**src/rtl/tmr_pkg.sv**
```systemverilog
// Shared constants for the dual-channel timer register bank: address map, reset values, FSM states, TCSR bit positions.
// Latency: n/a (package only).
// Backpressure: n/a (package only).
package tmr_pkg;

    // Register offsets inside a channel; address bit 3 selects channel 1.
    localparam logic [2:0] REG_TCR   = 3'd0;
    localparam logic [2:0] REG_TCSR  = 3'd1;
    localparam logic [2:0] REG_TCORA = 3'd2;
    localparam logic [2:0] REG_TCORB = 3'd3;
    localparam logic [2:0] REG_TCCR  = 3'd4;
    localparam int         CH_SEL_BIT = 3;
    localparam logic [3:0] CH1_BASE   = 4'h8;

    localparam logic [7:0] TCR_RST   = 8'h00;
    localparam logic [7:0] TCCR_RST  = 8'h00;
    localparam logic [7:0] TCSR_RST  = 8'h00;
    localparam logic [7:0] TCORA_RST = 8'hFF;
    localparam logic [7:0] TCORB_RST = 8'hFF;

    localparam logic [7:0] UNMAPPED_RD = 8'hFF;
    localparam logic [7:0] TCCR_WMASK  = 8'h0B;
    localparam logic [7:0] TCSR0_WMASK = 8'h1F;
    localparam logic [7:0] TCSR1_WMASK = 8'h0F;

    localparam int TCSR_OVF  = 5;
    localparam int TCSR_CMFA = 6;
    localparam int TCSR_CMFB = 7;

    typedef enum logic [1:0] {
        ST_IDLE = 2'd0,
        ST_ACK  = 2'd1,
        ST_WAIT = 2'd2
    } tmr_state_e;

endpackage

```
**src/rtl/tmr_flag_ctl.sv**
```systemverilog
// One TCSR status flag: hardware set, read-arm, software clear, set beats clear (TMR_FLAG_RMW_CLEAR_EN enables arming).
// Latency: flag updates one cycle after set_evt / strobes.
// Backpressure: none; strobes are single-cycle pulses from the bus FSM.
module tmr_flag_ctl (
    input  logic clk,
    input  logic rst,
    input  logic set_evt,
    input  logic rd_sample,
    input  logic wr_clr,
    output logic flag
);

    logic flag_q;

`ifdef TMR_FLAG_RMW_CLEAR_EN
    logic arm_q;

    always_ff @(posedge clk) begin
        if (rst) begin
            flag_q <= 1'b0;
            arm_q  <= 1'b0;
        end else if (set_evt) begin
            // A colliding clear loses, but still consumes the arm.
            flag_q <= 1'b1;
            if (wr_clr)
                arm_q <= 1'b0;
        end else if (wr_clr && arm_q) begin
            flag_q <= 1'b0;
            arm_q  <= 1'b0;
        end else if (rd_sample && flag_q) begin
            arm_q <= 1'b1;
        end
    end
`else
    logic unused_rd_sample;
    assign unused_rd_sample = rd_sample;

    always_ff @(posedge clk) begin
        if (rst)
            flag_q <= 1'b0;
        else if (set_evt)
            flag_q <= 1'b1;
        else if (wr_clr)
            flag_q <= 1'b0;
    end
`endif

    assign flag = flag_q;

endmodule

```
**src/rtl/tmr_reg_bank.sv**
```systemverilog
// Two-channel timer register bank behind a req/ack bus (IDLE->ACK->WAIT); TMR_FLAG_RMW_CLEAR_EN selects read-then-write flag clearing.
// Latency: bus_ack and bus_rdata one cycle after bus_req sampled in IDLE; writes commit on that same edge.
// Backpressure: requester holds bus_req until ack, then must drop it before the next access is taken.
module tmr_reg_bank
    import tmr_pkg::*;
#(
    parameter int BIT_WIDTH  = 8,
    parameter int ADDR_WIDTH = 4
) (
    input  logic                  clk,
    input  logic                  rst,
    input  logic                  bus_req,
    input  logic                  bus_we,
    input  logic [ADDR_WIDTH-1:0] bus_addr,
    input  logic [BIT_WIDTH-1:0]  bus_wdata,
    output logic [BIT_WIDTH-1:0]  bus_rdata,
    output logic                  bus_ack,
    input  logic                  CompareMatchA0,
    input  logic                  CompareMatchA1,
    input  logic                  CompareMatchB0,
    input  logic                  CompareMatchB1,
    input  logic                  Overflow0,
    input  logic                  Overflow1,
    output logic [BIT_WIDTH-1:0]  TCR_0,
    output logic [BIT_WIDTH-1:0]  TCR_1,
    output logic [BIT_WIDTH-1:0]  TCCR_0,
    output logic [BIT_WIDTH-1:0]  TCCR_1,
    output logic [BIT_WIDTH-1:0]  TCSR_0,
    output logic [BIT_WIDTH-1:0]  TCSR_1,
    output logic [BIT_WIDTH-1:0]  TCORA_0,
    output logic [BIT_WIDTH-1:0]  TCORA_1,
    output logic [BIT_WIDTH-1:0]  TCORB_0,
    output logic [BIT_WIDTH-1:0]  TCORB_1
);

    tmr_state_e           state;
    logic [BIT_WIDTH-1:0] tcr_q     [2];
    logic [BIT_WIDTH-1:0] tccr_q    [2];
    logic [BIT_WIDTH-1:0] tcsr_lo_q [2];
    logic [BIT_WIDTH-1:0] tcora_q   [2];
    logic [BIT_WIDTH-1:0] tcorb_q   [2];
    logic [BIT_WIDTH-1:0] tcsr_val  [2];
    logic [BIT_WIDTH-1:0] rd_val;
    logic [1:0][2:0]      flag;
    logic [1:0][2:0]      evt;
    logic [1:0]           tcsr_rd;
    logic [1:0]           tcsr_wr;
    logic                 ch;
    logic [2:0]           off;
    logic                 mapped;
    logic                 take;
    logic                 wr_stb;
    logic                 rd_stb;

    assign ch     = bus_addr[CH_SEL_BIT];
    assign off    = bus_addr[2:0];
    assign mapped = ((bus_addr >> 4) == '0) && (off <= REG_TCCR);
    assign take   = (state == ST_IDLE) && bus_req;
    assign wr_stb = take && bus_we && mapped;
    assign rd_stb = take && !bus_we && mapped;

    always_comb begin
        rd_val = BIT_WIDTH'(UNMAPPED_RD);
        if (mapped) begin
            case (off)
                REG_TCR:   rd_val = tcr_q[ch];
                REG_TCSR:  rd_val = tcsr_val[ch];
                REG_TCORA: rd_val = tcora_q[ch];
                REG_TCORB: rd_val = tcorb_q[ch];
                REG_TCCR:  rd_val = tccr_q[ch];
                default:   rd_val = BIT_WIDTH'(UNMAPPED_RD);
            endcase
        end
    end

    always_ff @(posedge clk) begin
        if (rst) begin
            state     <= ST_IDLE;
            bus_ack   <= 1'b0;
            bus_rdata <= '0;
        end else begin
            case (state)
                ST_IDLE: if (bus_req) begin
                    state     <= ST_ACK;
                    bus_ack   <= 1'b1;
                    bus_rdata <= bus_we ? '0 : rd_val;
                end
                ST_ACK: begin
                    state     <= ST_WAIT;
                    bus_ack   <= 1'b0;
                    bus_rdata <= '0;
                end
                ST_WAIT: if (!bus_req)
                    state <= ST_IDLE;
                default: begin
                    state     <= ST_IDLE;
                    bus_ack   <= 1'b0;
                    bus_rdata <= '0;
                end
            endcase
        end
    end

    always_ff @(posedge clk) begin
        if (rst) begin
            for (int c = 0; c < 2; c++) begin
                tcr_q[c]     <= BIT_WIDTH'(TCR_RST);
                tccr_q[c]    <= BIT_WIDTH'(TCCR_RST);
                tcsr_lo_q[c] <= BIT_WIDTH'(TCSR_RST);
                tcora_q[c]   <= BIT_WIDTH'(TCORA_RST);
                tcorb_q[c]   <= BIT_WIDTH'(TCORB_RST);
            end
        end else if (wr_stb) begin
            case (off)
                REG_TCR:   tcr_q[ch]   <= bus_wdata;
                REG_TCORA: tcora_q[ch] <= bus_wdata;
                REG_TCORB: tcorb_q[ch] <= bus_wdata;
                REG_TCCR:  tccr_q[ch]  <= bus_wdata & BIT_WIDTH'(TCCR_WMASK);
                REG_TCSR:  tcsr_lo_q[ch] <= bus_wdata &
                               BIT_WIDTH'(ch ? TCSR1_WMASK : TCSR0_WMASK);
                default: ;
            endcase
        end
    end

    assign evt[0] = {CompareMatchB0, CompareMatchA0, Overflow0};
    assign evt[1] = {CompareMatchB1, CompareMatchA1, Overflow1};

    for (genvar c = 0; c < 2; c++) begin : g_ch
        assign tcsr_rd[c]  = rd_stb && (off == REG_TCSR) && (ch == 1'(c));
        assign tcsr_wr[c]  = wr_stb && (off == REG_TCSR) && (ch == 1'(c));
        assign tcsr_val[c] = tcsr_lo_q[c] | (BIT_WIDTH'(flag[c]) << TCSR_OVF);
        for (genvar k = 0; k < 3; k++) begin : g_bit
            tmr_flag_ctl u_flag (
                .clk       (clk),
                .rst       (rst),
                .set_evt   (evt[c][k]),
                .rd_sample (tcsr_rd[c]),
                .wr_clr    (tcsr_wr[c] && !bus_wdata[TCSR_OVF + k]),
                .flag      (flag[c][k])
            );
        end
    end

    assign TCR_0   = tcr_q[0];
    assign TCR_1   = tcr_q[1];
    assign TCCR_0  = tccr_q[0];
    assign TCCR_1  = tccr_q[1];
    assign TCSR_0  = tcsr_val[0];
    assign TCSR_1  = tcsr_val[1];
    assign TCORA_0 = tcora_q[0];
    assign TCORA_1 = tcora_q[1];
    assign TCORB_0 = tcorb_q[0];
    assign TCORB_1 = tcorb_q[1];

endmodule
```
**config.mk**
```make
export PLATFORM = sky130hd
export DESIGN_NAME = tmr_reg_bank
export DESIGN_NICKNAME = d
export VERILOG_FILES = /design/src/rtl/tmr_pkg.sv /design/src/rtl/tmr_flag_ctl.sv /design/src/rtl/tmr_reg_bank.sv
export SDC_FILE = /design/constraint.sdc
export NUM_CORES = 1
export LEC_CHECK = 0
export CAP_MARGIN = 20
export CELL_PAD_IN_SITES_DETAIL_PLACEMENT = 1
export CELL_PAD_IN_SITES_GLOBAL_PLACEMENT = 1
export CORE_MARGIN = 4
export CORE_UTILIZATION = 30
export CTS_CLUSTER_DIAMETER = 60
export DETAILED_ROUTE_END_ITERATION = 16
export PLACE_DENSITY_LB_ADDON = 0.1
export SYNTH_ARGS = -nofsm -noshare
export SYNTH_HDL_FRONTEND = slang
export SYNTH_SLANG_ARGS = --single-unit
```
**constraint.sdc**
```tcl
create_clock -name clk -period 3.5 [get_ports clk]
set_input_delay 0.525 -clock clk [delete_from_list [all_inputs] [get_ports clk]]
set_output_delay 0.525 -clock clk [all_outputs]
set_load 0.01 [all_outputs]
```
[Word level (Yosys, flattened, before mapping)]
Memories as Yosys holds them, arrays and structs flattened.
Cells that the tools add are included.
Storage, ports and cells
  bits in read-only memories: 0
  register bits: 17
  bits in writable memories: 70
  bits in latches: 0
  logic and storage cells: 123
  memories kept: 5
  output and inout bits: 89
  input bits: 22
Memory list
  tcora_q: words 2, bits a word 8, read ports 3, clocked after memory_dff 0, write ports 2, line tmr_reg_bank.sv:40  | logic [BIT_WIDTH-1:0] tcora_q [2];
  tcorb_q: words 2, bits a word 8, read ports 3, clocked after memory_dff 0, write ports 2, line tmr_reg_bank.sv:41  | logic [BIT_WIDTH-1:0] tcorb_q [2];
  tcr_q: words 2, bits a word 8, read ports 3, clocked after memory_dff 0, write ports 2, line tmr_reg_bank.sv:37  | logic [BIT_WIDTH-1:0] tcr_q [2];
  tcsr_lo_q: words 2, bits a word 8, read ports 2, clocked after memory_dff 0, write ports 2, line tmr_reg_bank.sv:39  | logic [BIT_WIDTH-1:0] tcsr_lo_q [2];
  tccr_q: words 2, bits a word 3, read ports 3, clocked after memory_dff 0, write ports 2, line tmr_reg_bank.sv:38  | logic [BIT_WIDTH-1:0] tccr_q [2];
Operators by class
  multipliers: 0
  bitwise gates (word level): 6
  order comparisons: 2
  div/mod/pow operators: 0
  mux-type cells: 63
  reduce and logical (&&, ||, !) cells: 30
  add/sub/neg operators: 0
  shift operators: 0
  eq/ne operators: 8
Operators with widths (count)
  $mux 8: 10
  $mux 1: 45
  $pmux 8 s5: 1
  $reduce_or 8->1: 4
  $or 8x8->8: 2
  $pmux 8 s2: 1
  $logic_and 1x1->1: 12
  $reduce_bool 2->1: 6
  $and 8x5->8: 1
  $eq 3x2->1 const B: 2
  $pmux 2 s3: 1
  $mux 5: 1
  $mux 2: 2
  $ne 2x2->1 const B: 2
  $reduce_and 2->1: 2
  $eq 3x1->1 const B: 1
  $eq 3x3->1 const B: 1
  $le 3x3->1 const B: 1
  $logic_not 1->1: 3
  $logic_not 3->1: 1
  $mux 3: 1
  $reduce_or 3->1: 1
  $eq 2x1->1 const B: 1
  $eq 2x2->1 const B: 1
  other kinds (5): 6

[Longest topological paths before layout]
Gate-level depths: netlist (run 1).
An unclocked memory read counts as a cell.
  depth after elaboration: 10
  depth in mapped cells: 7
  depth with buffers taken out: 4

[By module]
A second synthesis (run 1) with hierarchy kept.
Unflattened totals
  cells, all modules: 309
  area, all modules: 3877.5 µm²
By module, submodules not included
  tmr_reg_bank: instances 1, cells an instance 285, area an instance 3644.7 µm², sequential area each 2142.1 µm²
  tmr_flag_ctl: instances 6, cells an instance 4, area an instance 38.8 µm², sequential area each 20.0 µm²

[Worst setup path before layout (run 1)]
No wires, ideal clock.
  path kind: in2reg
  from: input port bus_addr[3]
  to: memory tcora_q[0][0], enable pin
  required time: 3125 ps
  setup slack: 1176 ps
  buffers on the path: 3
  library setup time: 375 ps
  cell stages on the path: 6
  arrival time: 1949 ps
  path through: buf_2 -> nand2b_1 -> or3b_1 -> buf_2 -> buf_6 -> o21bai_1
RTL lines
  from (decl): line tmr_reg_bank.sv:14  | input logic [ADDR_WIDTH-1:0] bus_addr,
  to (decl): line tmr_reg_bank.sv:40

==> metrics.csv, run 1 <==
metric,value,unit
status,completed,
nets@finish,436,
routed len/inst,20.7,µm
first-pass GRT wire length,18100,µm
ratio of cells with drive above 1 in the final layout,10.8,%
Reg area,0.00226,mm²
Total Power,2.15,mW
"Clk Latency, worst-skew pair",0.33,ns
Synth Area in Compound Gates,7.71,%
CTS sink count,81,
# hold bufs at CTS,0,
Worst-Margin Slew,0.663,ns
CTS tree,built,
Worst Reg-to-Reg Cells,4,
Cell Pwr Density,409,mW/mm²
Max Cap Violations,0,
yosys warns,0,
Post-CTS Setup Repair Bufs,0,
initial core utilization,30.7,%
largest family of logic cells by synthesized area,simple AND/OR/NAND/NOR gates,
Post-Route Skew,0.00574,ns
Max-slew headroom,55.3,%
kind of critical path,input pin to flop,
Leak,1.79,nW
hold path cells,2,
routability cong.,0.801,
Die ar.,0.0148,mm²
Hold Fails Final Rpt,0,
CTS Buffer Depth,2,
Port Buffers,100,
hold_ws,0.454,ns
fin. max-slew vios,0,
Mapped Cells,315,
CP Capture Type,flop,
Setup Total Neg Slack,0,ns
total gr overflow,0,
worst vdd ir,0.183,mV
"Cell Area, Synth",0.00388,mm²
vias per inst,4.83,
Rows,41,
Crit Path Max Fanout,19,
slowest cell on the critical path,or3b_1,
Ports,111,
number of global-route vias before repair,2989,
Die X,122,µm
DR iter-0 viols,161,
Synth Area in XOR/XNOR,0,%
FF-to-FF End,tcora_q[0][0],
hold path startpoint,bus_rdata[4],
worst hold endpoint,bus_rdata[4],
register bit total from synthesis,81,
total core area,0.0126,mm²
post-CTS sizing,0,
routed wire length,12200,µm
Hold WC Path Type,flop to flop,
synth unique cells,37,
Tot GR Track Use,16.7,%
Peak Freq,392,MHz
Num CTS Buffers,9,
critical path cell sequence,clkdlybuf4s50_1 -> nor4b_4 -> or3b_1 -> o21bai_1 -> buf_4,
largest net degree at the start of global routing,29,
CP startpoint kind,input pin,
Worst path max stage delay,0.66,ns
Synth area leader,edfxtp_1,
1st-pass router iterations,4,
placed wire-length estimate,9180,µm
Residual DRC,0,
"top cells by area, synth","edfxtp_1 (50%), dfxtp_1 (8.8%), mux2i_1 (7.0%)",
Worst-path clk slew,0.06,ns
setup repair after global routing missed its margin,false,
Final Cycle Share,72.8,%
Tmin final,2.55,ns
Required @ worst endpoint,3.55,ns
H-tree levels,3,
Yosys top cell area share,49.5,%
mux cell area share after synthesis,9.58,%
via count,2847,
Root Driver,clkbuf_16,
diode count,0,
post-synthesis simple-gate area fraction,18.6,%
post-synthesis adder-cell area fraction,0,%
die outline height,122,µm
footprint of the multi-input gates,0.00143,mm²
Fillers,1382,
reg2reg setup slack,1.17,ns
sequential fraction of the synthesis area,58.3,%
area grow syn2layout,35.4,%
post-route ant nets,0,
critical path arrival,2.60,ns
syn_area_per_cell,12.3,µm²
R2R Path Start,state[0],
initial antenna violation count,0,
Final setup viols,0,
==> routing by layer <==
metal | global-route usage, % | up-vias | part of all wire, %
met4 | 5.74 | 0 | 2.0
li1 | - | 1334 | -
met3 | 3.39 | 17 | 4.6
met2 | 26.4 | 92 | 47
met5 | 0 | - | 0
met1 | 22.9 | 1404 | 46
==> area by class of cell <==
type / instances / share of cell area [%]
Timing Repair Buffer: 113 / 20.8
Clock buffer: 9 / 4.29
Multi-Input combinational cell: 209 / 27.3
Sequential cell: 81 / 43.0
Tap cell: 172 / 4.10
Clock inverter: 5 / 0.476
==> power breakdown <==
group	internal, mW	switching [mW]	leakage [nW]	total, mW
logic	0.113	0.133	0.965	0.246
clock network	0.464	0.355	0.122	0.819
registers	1.06	0.0217	0.704	1.09
total	1.64	0.509	1.79	2.15
==> through the flow <==
stage	utilization (%)	cells	cell area, µm²	worst slack (ns)
floorplan	-	325	3920	1.18
global placement	39.7	575	5000	0.612
detailed placement	39.7	575	5000	0.619
CTS	41.6	589	5260	0.953
global route	41.6	589	5260	0.813
finish	41.6	589	5260	0.950
==> registers in the layout (all words and copies together) (netlist names) <==
name                    flops
tcora_q                    16
tcorb_q                    16
tcr_q                      16
tcsr_lo_q                  10
bus_rdata                   8
g_ch.g_bit.u_flag.flag      6
tccr_q                      6
state                       2
bus_ack                     1
==> synth_stat cells <==
master / count
buf_4: 18
a21oi_1: 9
nor3_2: 2
or3b_4: 1
a211oi_1: 7
or3b_1: 3
buf_6: 2
mux4_2: 4
edfxtp_1: 64
and2_0: 3
conb_1: 1
mux2_2: 1
or2_2: 7
a21boi_0: 3
buf_2: 6
mux2i_1: 27
nand2_1: 10
nor3_1: 1
or3_1: 33
nor3b_1: 1
o31ai_1: 4
nand3_1: 1
dfxtp_1: 17
or3b_2: 1
nor2_2: 2
o2bb2ai_1: 1
o21bai_1: 4
nor4b_4: 1
nor2_1: 22
clkbuf_1: 9
and2_1: 31
o22ai_1: 3
o221ai_1: 3
o21ai_0: 6
nor2b_1: 1
o32ai_1: 4
nand2b_1: 2
==> kinds of logic (layout without fill, tap and decap cells) <==
group / Yosys count / count (layout)
other: 1 / 11
AOI/OAI and AO/OA: 44 / 44
muxes: 32 / 32
DFF: 81 / 81
and+or+nand+nor: 122 / 122
buffers and inverters: 35 / 127
==> worst max-delay path: cells and delay by family <==
family | cells | cell delay, ns
compound gates | 1 | 0.38
buf+inv | 2 | 0.72
simple gates | 2 | 0.97
==> cells in the final DEF (no fill, tap or decap), types with 3 or more instances in the layout <==
master,netlist,routed
nor2_1,22,22
a21oi_1,9,9
clkdlybuf4s50_1,0,99
mux4_2,4,4
o21ai_0,6,6
and2_1,31,31
or2_2,7,7
buf_4,18,13
clkbuf_16,0,9
edfxtp_1,64,64
or3_1,33,33
o31ai_1,4,4
and2_0,3,3
a211oi_1,7,7
o21bai_1,4,4
o221ai_1,3,3
mux2i_1,27,27
o32ai_1,4,4
or3b_1,3,3
dfxtp_1,17,17
a21boi_0,3,3
conb_1,1,11
nand2_1,10,10
o22ai_1,3,3
==> worst max-delay path by stage <==
stage	startpoint	endpoint	slack, ns	cells past startpoint
floorplan	bus_addr[3]	tcora_q[0][0]	1.18	6
global placement	bus_addr[2]	tcsr_lo_q[1][3]	0.61	5
detailed placement	bus_req	tcora_q[0][5]	0.62	5
CTS	bus_req	tcorb_q[0][2]	0.95	5
global route	bus_req	tcr_q[0][6]	0.81	6
finish	bus_req	tcora_q[0][0]	0.95	5
Note: power is estimated with default switching activity, not from simulation.
==> run 2: changes to the inputs <==
clock period = 2.2 ns   (was 3.5 ns; I/O delays follow)
==> run 2 against run 1 <==
Effect of this change:
- largest power group unchanged
- cell count increased by 4.4%
- combinational power increased by 73%
- count of clock-buffer cells in the layout increased by 1
- hold slack got worse by 0.16 ns
- via count increased by 4.1%
- critical path type unchanged
- highest routed layer unchanged
- die area unchanged
- register-to-register slack got worse by 0.96 ns
- power increased by 73%
- global-route usage increased by 0.63 points
==> metrics.csv, run 2 (same netlist as run 1, synthesis figures left out) <==
metric,value,unit,change
status,completed,,
Worst-path clk slew,0.06,ns,about the same
nets@finish,460,,+5.5%
reg2reg setup slack,0.21,ns,-0.96 ns
Hold Fails Final Rpt,0,,unchanged
fin. max-slew vios,0,,unchanged
Port Buffers,100,,unchanged
Die X,122,µm,unchanged
Worst path max stage delay,0.48,ns,-0.18 ns
FF-to-FF End,tcora_q[1][6],,
Die ar.,0.0148,mm²,unchanged
Worst-Margin Slew,0.546,ns,-0.117 ns
Leak,1.95,nW,+9.0%
Final Cycle Share,93.8,%,
die outline height,122,µm,unchanged
routability cong.,0.755,,-5.7%
critical path cell sequence,clkdlybuf4s50_1 -> nor4b_4 -> or3b_4 -> buf_4 -> o21bai_1 -> buf_4,,
first-pass GRT wire length,18700,µm,+3.5%
Cell Pwr Density,674,mW/mm²,+65%
R2R Path Start,state[1],,
CTS sink count,81,,unchanged
Crit Path Max Fanout,18,,-1
"commonest cells after routing, fill and taps aside","clkdlybuf4s50_1 (98), edfxtp_1 (64), buf_4 (36)",,
Post-Route Skew,0.00868,ns,+0.00295 ns
total gr overflow,0,,unchanged
post-CTS sizing,0,,unchanged
placed wire-length estimate,9430,µm,+2.8%
CP startpoint kind,input pin,,
# hold bufs at CTS,0,,unchanged
post-route ant nets,0,,unchanged
top flop regs,"tcora_q (16), tcorb_q (16), tcr_q (16)",,
number of global-route vias before repair,3123,,+4.5%
Setup Total Neg Slack,0,ns,unchanged
Num CTS Buffers,9,,unchanged
cell mode on critical path,buf_4,,
Peak Freq,485,MHz,
"Clk Latency, worst-skew pair",0.34,ns,about the same
Post-CTS Setup Repair Bufs,0,,unchanged
Final Util,43.7,%,+2.1 points
CP Capture Type,flop,,
Tmin final,2.06,ns,
routed len/inst,20.2,µm,-2.4%
area grow syn2layout,42.2,%,
total core area,0.0126,mm²,unchanged
critical path arrival,2.12,ns,-0.48 ns
initial core utilization,30.7,%,unchanged
slowest cell on the critical path,clkdlybuf4s50_1,,
dpl ws,-0.231,ns,-0.850 ns
CTS tree,built,,
via count,2965,,+4.1%
hold path cells,2,,unchanged
Fillers,1396,,+1.0%
Setup WS post-layout,0.137,ns,-0.813 ns
hold_ws,0.290,ns,-0.164 ns
setup repair after global routing missed its margin,false,,
Ports,111,,unchanged
worst hold endpoint,state[0],,
hold path startpoint,rst,,
Rows,41,,unchanged
largest net degree at the start of global routing,29,,unchanged
Worst Reg-to-Reg Cells,5,,+1
Max-slew headroom,63.5,%,+8.2 points
ratio of cells with drive above 1 in the final layout,16.5,%,+5.7 points
Required @ worst endpoint,2.25,ns,-1.30 ns
CTS Buffer Depth,2,,unchanged
"most common cell after layout, fill and taps aside",clkdlybuf4s50_1,,
DR iter-0 viols,119,,-26%
vias per inst,4.82,,-0.26%
initial antenna violation count,0,,unchanged
diode count,0,,unchanged
Residual DRC,0,,unchanged
Total Power,3.72,mW,+73%
1st-pass router iterations,4,,unchanged
routed wire length,12400,µm,+1.9%
worst vdd ir,0.467,mV,+160%
kind of critical path,input pin to flop,,
Root Driver,clkbuf_16,,
Tot GR Track Use,17.3,%,+0.63 points
Final setup viols,0,,unchanged
Max Cap Violations,0,,unchanged
H-tree levels,3,,unchanged
Hold WC Path Type,input pin to flop,,
## run 2: changes by cell type in the layout (fill, tap and decap cells not counted), sizes merged
cell,previous run,this run
clkdlybuf4s50,99,98
bufinv,0,2
buf,14,38
clkbuf,9,10
clkinv,4,3
dlymetal6s2s,0,1
## run 2: worst max-delay path: cells and delay by family
kind | cells | cell delay (ns)
buffers and inverters | 3 | 0.86
AOI/OAI and AO/OA | 1 | 0.18
and+or+nand+nor | 2 | 0.74
## run 2: worst max-delay path by stage
stage	from	end	slack, ns	depth (start not counted)
finish	bus_req	tcora_q[1][6]	0.14	6
global route	bus_req	tcorb_q[1][4]	0.05	6
CTS	rst	tcorb_q[0][0]	0.10	6
detailed placement	rst	tcora_q[1][1]	-0.23	6
global placement	rst	tcorb_q[0][4]	-0.21	6
floorplan	bus_addr[3]	tcora_q[0][0]	0.07	6
## run 2: power by group
| group | internal, mW | switching (mW) | leakage [nW] | total [mW] |
|---|---|---|---|---|
| registers | 1.69 | 0.0323 | 0.704 | 1.73 |
| clock network | 0.987 | 0.580 | 0.150 | 1.57 |
| logic | 0.205 | 0.221 | 1.10 | 0.426 |
## run 2: layout make-up
class                           instances  area, µm²  area share, %
Sequential cell                        81       2260           41.0
Multi-Input combinational cell        209       1440           26.1
Timing Repair Buffer                  137       1290           23.4
Clock buffer                           10        229           4.15
Tap cell                              172        215           3.90
Clock inverter                          6       82.6           1.50
## run 2: per-layer routing
layer,wire (µm),global-route usage (%)
met1,5790,23.4
met2,5910,27.5
met3,579,4.32
met4,175,5.39
met5,0,0
## run 2: per-stage QoR
stage               instance area [µm²]  instances
finish                             5520        615
global route                       5520        615
CTS                                5510        615
detailed placement                 5200        599
global placement                   5200        599
floorplan                          3920        325
==> run 3: changes to the inputs <==
CTS_CLUSTER_DIAMETER = default   (was 60)
==> results of run 3 <==
No change in the layout: final DEF, timing and power equal those of run 2.
